--- config.mk ---
export PLATFORM = sky130hd
export DESIGN_NAME = alu_seg_display
export DESIGN_NICKNAME = d
export VERILOG_FILES = /design/src/rtl/alu_seg_display.sv
export SDC_FILE = /design/constraint.sdc
export NUM_CORES = 1
export LEC_CHECK = 0
export BUFFER_PORTS_ARGS = -buffer_cell sky130_fd_sc_hd__buf_2
export CAP_MARGIN = 20
export CORE_UTILIZATION = 47
export CTS_CLUSTER_DIAMETER = 100
export DETAILED_ROUTE_END_ITERATION = 6
export GPL_TIMING_DRIVEN = 1
export PLACE_DENSITY = 0.81
export SLEW_MARGIN = 20
export SYNTH_ARGS = -nofsm -noshare
export SYNTH_HDL_FRONTEND = slang
export SYNTH_SLANG_ARGS = --single-unit
--- constraint.sdc ---
create_clock -name clk -period 3.65 [get_ports clk]
set_clock_uncertainty 0.15 [all_clocks]
set_input_delay 0 -clock clk [delete_from_list [all_inputs] [get_ports clk]]
set_output_delay 0 -clock clk [all_outputs]
set_load 0.02 [all_outputs]
--- src/rtl/alu_seg_display.sv ---
// rtl/alu_seg_display.sv - registered ALU result display on two active-low 7-seg digits.
// Optional overflow blink is compiled in with `define ALU_SEG_BLINK_EN.
module alu_seg_display #(
  parameter int MIN_HOLD = 4,
  parameter int BLINK_W  = 24
) (
  input  logic       clk,
  input  logic       rst,
  input  logic       in_valid,
  output logic       in_ready,
  input  logic [3:0] in_res,
  input  logic       in_car,
  input  logic       in_of,
  input  logic [2:0] in_ctrl,
  output logic [7:0] seg0,
  output logic [7:0] seg1
);

  typedef enum logic [1:0] {IDLE, HOLD, SHOW} state_t;
  localparam int CW = (MIN_HOLD > 1) ? $clog2(MIN_HOLD) : 1;

  state_t        state;
  logic [CW-1:0] cnt;
  logic [3:0]    res_r;
  logic          car_r;
  logic          of_r;
  logic [2:0]    ctrl_r;

  logic          capture;
  logic [3:0]    res_n;
  logic          car_n;
  logic          of_n;
  logic [2:0]    ctrl_n;
  logic [3:0]    mag;
  logic [7:0]    base1;
  logic          shown;
  logic          blank_n;
  logic [7:0]    seg0_n;
  logic [7:0]    seg1_n;

  function automatic logic [7:0] digit(input logic [3:0] d);
    case (d)
      4'h0: digit = 8'hC0;  4'h1: digit = 8'hF9;
      4'h2: digit = 8'hA4;  4'h3: digit = 8'hB0;
      4'h4: digit = 8'h99;  4'h5: digit = 8'h92;
      4'h6: digit = 8'h82;  4'h7: digit = 8'hF8;
      4'h8: digit = 8'h80;  4'h9: digit = 8'h90;
      4'hA: digit = 8'h88;  4'hB: digit = 8'h83;
      4'hC: digit = 8'hC6;  4'hD: digit = 8'hA1;
      4'hE: digit = 8'h86;  default: digit = 8'h8E;
    endcase
  endfunction

  assign in_ready = (state != HOLD);
  assign capture  = in_valid && in_ready;

`ifdef ALU_SEG_BLINK_EN
  logic [BLINK_W-1:0] blink_cnt;
  logic [BLINK_W-1:0] blink_n;

  assign blink_n = capture ? '0 : blink_cnt + BLINK_W'(1);
  assign blank_n = of_n && blink_n[BLINK_W-1];

  always_ff @(posedge clk or posedge rst) begin
    if (rst) blink_cnt <= '0;
    else     blink_cnt <= blink_n;
  end
`else
  wire unused_blink_w = (BLINK_W > 0);
  assign blank_n = 1'b0;
`endif

  // Outputs are computed from the values the capture registers hold after this
  // edge, so a new result appears on the very edge that captures it.
  always_comb begin
    res_n  = capture ? in_res  : res_r;
    car_n  = capture ? in_car  : car_r;
    of_n   = capture ? in_of   : of_r;
    ctrl_n = capture ? in_ctrl : ctrl_r;
    mag    = res_n;
    base1  = 8'hFF;
    if (ctrl_n[2:1] == 2'b00) begin
      if (res_n[3]) begin
        mag   = ~res_n + 4'd1;
        base1 = 8'hBF;
      end
    end
    shown  = capture || (state != IDLE);
    seg0_n = 8'hFF;
    seg1_n = 8'hFF;
    if (shown && !blank_n) begin
      seg0_n = digit(mag) & ~{of_n, 7'b0};
      seg1_n = base1      & ~{car_n, 7'b0};
    end
  end

  always_ff @(posedge clk or posedge rst) begin
    if (rst) begin
      state  <= IDLE;
      cnt    <= '0;
      res_r  <= '0;
      car_r  <= 1'b0;
      of_r   <= 1'b0;
      ctrl_r <= '0;
      seg0   <= 8'hFF;
      seg1   <= 8'hFF;
    end else begin
      seg0 <= seg0_n;
      seg1 <= seg1_n;
      if (capture) begin
        state  <= HOLD;
        cnt    <= CW'(MIN_HOLD - 1);
        res_r  <= in_res;
        car_r  <= in_car;
        of_r   <= in_of;
        ctrl_r <= in_ctrl;
      end else if (state == HOLD) begin
        if (cnt == '0) state <= SHOW;
        else           cnt   <= cnt - CW'(1);
      end
    end
  end

endmodule

Word-level counts from Yosys, hierarchy flattened --
Memory sizes are Yosys's and may differ from the RTL's. Cells that the tools add are included.
Storage, ports and cells: bits in registers 29, ROM bits 112, bits of input ports 12, word-level logic and storage cells 46, memories kept 1
Memory list:
- (no name shown) | depth 16, bits a word 7, read ports 1, clocked after Yosys merged registers in 0, wr ports 0, line 42 | case (d)
Cells by class: $add $sub $neg 2, equality and inequality tests 3, mux-type cells 17, bitwise gates (word level) 5, reductions and logical operators 9
Operator list (number):
- 8-bit 2-to-1 mux | 4
- 8-bit bitwise AND | 2
- 8-bit NOT | 2
- 2-bit 2-to-1 mux | 6
- 4-bit 2-to-1 mux | 3
- 7-bit 2-to-1 mux | 1
- 2-bit nonzero test | 3
- 4-bit by 1-bit adder with 4-bit output, second input constant | 1
- 2-bit logical NOT | 2
- 4-bit NOT | 1
- 2-bit AND reduction | 2
- 3-bit 2-to-1 mux | 1
- 2-bit by 1-bit == test with 1-bit output, second input constant | 1
- 1-bit 2-to-1 mux | 2
- 2-bit by 1-bit inequality test with 1-bit output, second input constant | 1
- 2-bit inequality test, second input constant | 1
- 2-bit by 1-bit subtractor with 2-bit output, second input constant | 1
- 1-bit logical AND | 1
- 1-bit logical OR | 1

Depth between registers and ports, before layout --
An unclocked memory read counts as a cell.
depth in word-level cells 11, mapped depth 11, depth with buffers taken out 10

Worst setup path before layout --
Ideal clock, no wire load.
path type register to register, from register state[1], to register seg0[3], setup time 0.082 ns, arrival 2.368 ns, data required time 3.418 ns, slack 1.049 ns, cell stages (with the launch flop) 11, cells stage by stage dfrtp_1 > nand2b_4 > nand2_4 > mux2i_4 > ha_1 > o21ai_2 > inv_4 > ha_1 > inv_1 > o211ai_1 > mux2_2
On the way: longest elaborated chain between the ends 11, elaborated cells on any way between the ends 15, those cells by class add/sub: 1; eq/ne: 1; mux: 6; bitwise: 2; reduce/logical: 4; memory: 1
Ends and longest elaborated chain:
- from (decl) | line 22 | state_t state;
- from (signal assigned) | line 99 | state <= IDLE;
- from (signal assigned) | line 111 | state <= HOLD;
- from (signal assigned) | line 118 | if (cnt == '0) state <= SHOW;
- 2-bit by 1-bit inequality test with 1-bit output (*) | line 54 | assign in_ready = (state != HOLD);
- net in_ready | line 10 | output logic in_ready,
- 1-bit logical AND (*) | line 55 | assign capture = in_valid && in_ready;
- 4-bit 2-to-1 mux
- 4-bit NOT | line 84 | mag = ~res_n + 4'd1;
- 4-bit by 1-bit adder with 4-bit output | line 84
- 4-bit 2-to-1 mux | line 83 | if (res_n[3]) begin
- 4-bit 2-to-1 mux | line 82 | if (ctrl_n[2:1] == 2'b00) begin
- memory read 16 x 7 bit
- 8-bit 2-to-1 mux | line 91 | if (shown && !blank_n) begin
- 8-bit bitwise AND | line 92 | seg0_n = digit(mag) & ~{of_n, 7'b0};
- 8-bit 2-to-1 mux (*) | line 91
- net seg0_n[3] | line 38 | logic [7:0] seg0_n;
- to (signal assigned) | line 108 | seg0 <= seg0_n;
- to (decl) | line 15 | output logic [7:0] seg0,
The timed path passes the listed nets; every way through them passes the cells marked *. The select of a mux whose other input is x is not followed. A chain may end at the register's enable or synchronous reset.

Final worst setup path --
from register state[1], to register seg0[1]
On the way: longest elaborated chain between the ends 11, elaborated cells on any way between the ends 15, those cells by class add/sub: 1; eq/ne: 1; mux: 6; bitwise: 2; reduce/logical: 4; memory: 1
Ends and longest elaborated chain (line):
- 2-bit by 1-bit inequality test with 1-bit output | 54
- 1-bit logical AND | 55
- 4-bit 2-to-1 mux
- 4-bit NOT | 84
- 4-bit by 1-bit adder with 4-bit output | 84
- 4-bit 2-to-1 mux | 83
- 4-bit 2-to-1 mux | 82
- memory read 16 x 7 bit
- 8-bit 2-to-1 mux | 91
- 8-bit bitwise AND | 92
- 8-bit 2-to-1 mux (*) | 91
- net seg0_n[1] | 38
Marked as above.

==> metrics.yaml <==
status:
  status: "finished, final reports clean"
die:
  core_sq_mm: 0.002522
  die_y_um: 54.14
  start_util: 0.5064
  dieArea_sq_mm: 0.002931
  boundaryPins: 29
  die_width_um: 54.14
  rows: 18
synthesis:
  muxShareOfSynthArea: 0.1195
  yosysTopAreaCell: "dfrtp_1"
  yosys_register_bits: 22
  yosysUniqueCellTypes: 44
  async_flop_share: 1.000
  synth_top_area_share: 0.2351
  syn_inst: 113
  synth-xor-area-share: 0.01371
  ys_dominant_reg_cell: "dfrtp_1"
  syn_area_sq_mm: 0.001277
  yosys.area_share.simple: 0.1391
  synth_top_family_by_area: "compound AO/OA/AOI/OAI gates"
  synthTopCellsByArea: "dfrtp_1, dfstp_2, mux2_2, ha_1, buf_4"
  synthAdderAreaFrac: 0.04897
  syn_avg_cell_area_sq_um: 11.31
  synth-compound-area-share: 0.1655
  synth-edff-count: 0
  seq_area_frac_synth: 0.4407
  yosysWarnings: 0
place:
  post_dp_cell_area_sq_mm: 0.001379
  dp_slack_ps: 721.7
  io_buffers: 21
  place_congestion: 0.8935
  hpwl_mm: 1.729
setup_path:
  slowest_stage: "mux2i_4"
  start_kind: "flop"
  cp-end-kind: "flop"
  worstSetupPathType: "reg2reg"
  cp_num_buf_inv: 0
  worstPathMaxFanout: 14
  cp.required_ps: 3740
  cp.arrival_ps: 3050
  max_stage_delay_ps: 460
  worstPathCellList: "nand2b_4 > nand2_4 > mux2i_4 > ha_1 > nor4b_2 > xnor2_1 > mux2i_4 > and2b_1 > a221o_1"
  cp_common_cell: "mux2i_4"
  critPathTopFamily: "simple AND/OR/NAND/NOR gates"
clocking:
  numCtsBuffers: 3
  clk-insertion-delay-late_ps: 300
  cts_root_buffer: "clkbuf_4"
  htreeDepth: 1
  cts_tree: "yes"
  cts_max_path_buffers: 2
  postCtsSetupBuffers: 0
  numClockSinks: 22
  clk_pin_slew_ps: 120
route:
  drtAntennaViolNets: 0
  viasPerCell: 5.469
  drcViolationCount: 0
  first_pass_iters: 4
  vias: 957
  drt-initial-drc-count: 20
  drt_wl_total_mm: 2.496
  wl_per_cell_um: 14.26
job:
  max_cap_violations: 0
timing:
  fin_ws_ps: 696.6
  finalSetupViolCount: 0
  fmax_mhz: 338.6
  slew_headroom: 0.4490
  rsz0062_at_grt: "false"
  timing.hold.ws_ps: 231.5
  worst_pin_slew_ps: 825.6
  tns_ps: 0
  finalHoldViolations: 0
  slew_violations: 0
  final_min_period_over_clock_period: 0.8091
  min_period_ps: 2953
global_route:
  grt_pass1_vias: 1009
  grt_max_degree: 23
  grt-ovfl-total: 0
  grt_pass1_wl_mm: 4.015
  antenna_found_initial: 0
  grt_util_all_layers: 0.1958
final_layout:
  fill_cells: 193
  drive_above_1_share: 0.3931
  antenna_cells: 0
  final_common_cell: "buf_2"
  stdcell_area_sq_mm: 0.001515
  final_cell_mix: "buf_2, dfrtp_1, dlygate4sd3_1, dfstp_2, a21oi_1"
  fin_nets: 163
  areaGrowthSynthToFinish_pct: 18.61
power_and_ir_drop:
  finalPower_mw: 1.533
  p_leak_nw: 0.6988
  vdd_ir_drop_max_mv: 0.5406
  power_density_mw_per_mm2: 1012
min_path:
  hp-class: "in2async"
-- Yosys cell counts, types with 2 or more instances --
| cell type | count |
|---|---|
| dfstp_2 | 10 |
| o31ai_1 | 2 |
| o21ai_0 | 6 |
| nor2_1 | 5 |
| mux2i_1 | 4 |
| dfrtp_1 | 12 |
| buf_4 | 6 |
| mux2i_4 | 2 |
| inv_1 | 6 |
| nand2b_1 | 2 |
| nand2_1 | 6 |
| mux2_2 | 6 |
| xnor2_1 | 2 |
| a21oi_1 | 8 |
| nor3_1 | 2 |
| o31ai_2 | 2 |
| ha_1 | 5 |
-- sequential cells by signal, indices dropped and copies added, names as in the netlist --
signal,count
car_r,1
cnt,2
ctrl_r,2
of_r,1
res_r,4
seg0,8
seg1,2
state,2
-- worst paths after layout --
path                       cells after the start  slack (ps)         to      from
max                                            9         700    seg0[1]  state[1]
min                                            3         230   res_r[1]       rst
max reg2reg                                    9         700    seg0[1]  state[1]
min reg2reg                                    1         340     cnt[0]    cnt[0]
max in group asynchronous                      3        2610  ctrl_r[2]       rst
min in group clk                               3         320       of_r     in_of
-- metrics by stage --
stage / instances / utilization
floorplan: 118 / -
global placement: 161 / 0.5466
detailed placement: 161 / 0.5466
CTS: 175 / 0.6007
global route: 175 / 0.6007
finish: 175 / 0.6007
-- tightest hold or removal path, delay by kind of cell --
family / cells / cell delay, ps
buffers and inverters: 3 / 1240
-- layout make-up --
| cell class | instances | area (sq um) | share of cell area |
|---|---|---|---|
| multi-input cells | 81 | 644.4 | 0.4253 |
| inverters | 7 | 28.78 | 0.01899 |
| clock buffers | 4 | 36.28 | 0.02395 |
| repair buffers | 31 | 205.2 | 0.1354 |
| well taps | 30 | 37.54 | 0.02477 |
| flip-flops and latches | 22 | 563.0 | 0.3716 |
-- repair_timing --
item / 4_1_cts / 5_1_grt
hold buffers: 10 / 0
resized for setup: 0 / 0
endpoints found under the setup margin: 0 / 0
hold endpoints to repair: 27 / 0
-- power breakdown --
group / switching, mW / leakage (nW) / total [mW] / internal [mW]
registers: 0.0753 / 0.245 / 0.483 / 0.408
logic: 0.521 / 0.433 / 0.915 / 0.394
clock network: 0.0740 / 0.0210 / 0.135 / 0.0609
total: 0.671 / 0.699 / 1.53 / 0.862
-- logic make-up (layout without fill, tap and decap cells) --
family                     count (synthesis)  after routing
muxes                                     12             12
buffers and inverters                     15             42
xor gates and xnor gates                   2              2
other                                      1              6
adders and majority gates                  5              5
and+or+nand+nor                           26             26
DFF                                       22             22
AOI/OAI and AO/OA                         30             30
-- per-layer routing --
| layer | routed length [um] | vias up | GRT usage | part of all wire |
|---|---|---|---|---|
| met5 | 0 | - | 0 | 0 |
| met4 | 36 | 0 | 0.1581 | 0.014 |
| met3 | 86 | 4 | 0.02542 | 0.034 |
| met2 | 1320 | 30 | 0.3537 | 0.53 |
| met1 | 1052 | 463 | 0.1972 | 0.42 |
| li1 | - | 460 | - | - |
Note: power is estimated with default switching activity, not from simulation.
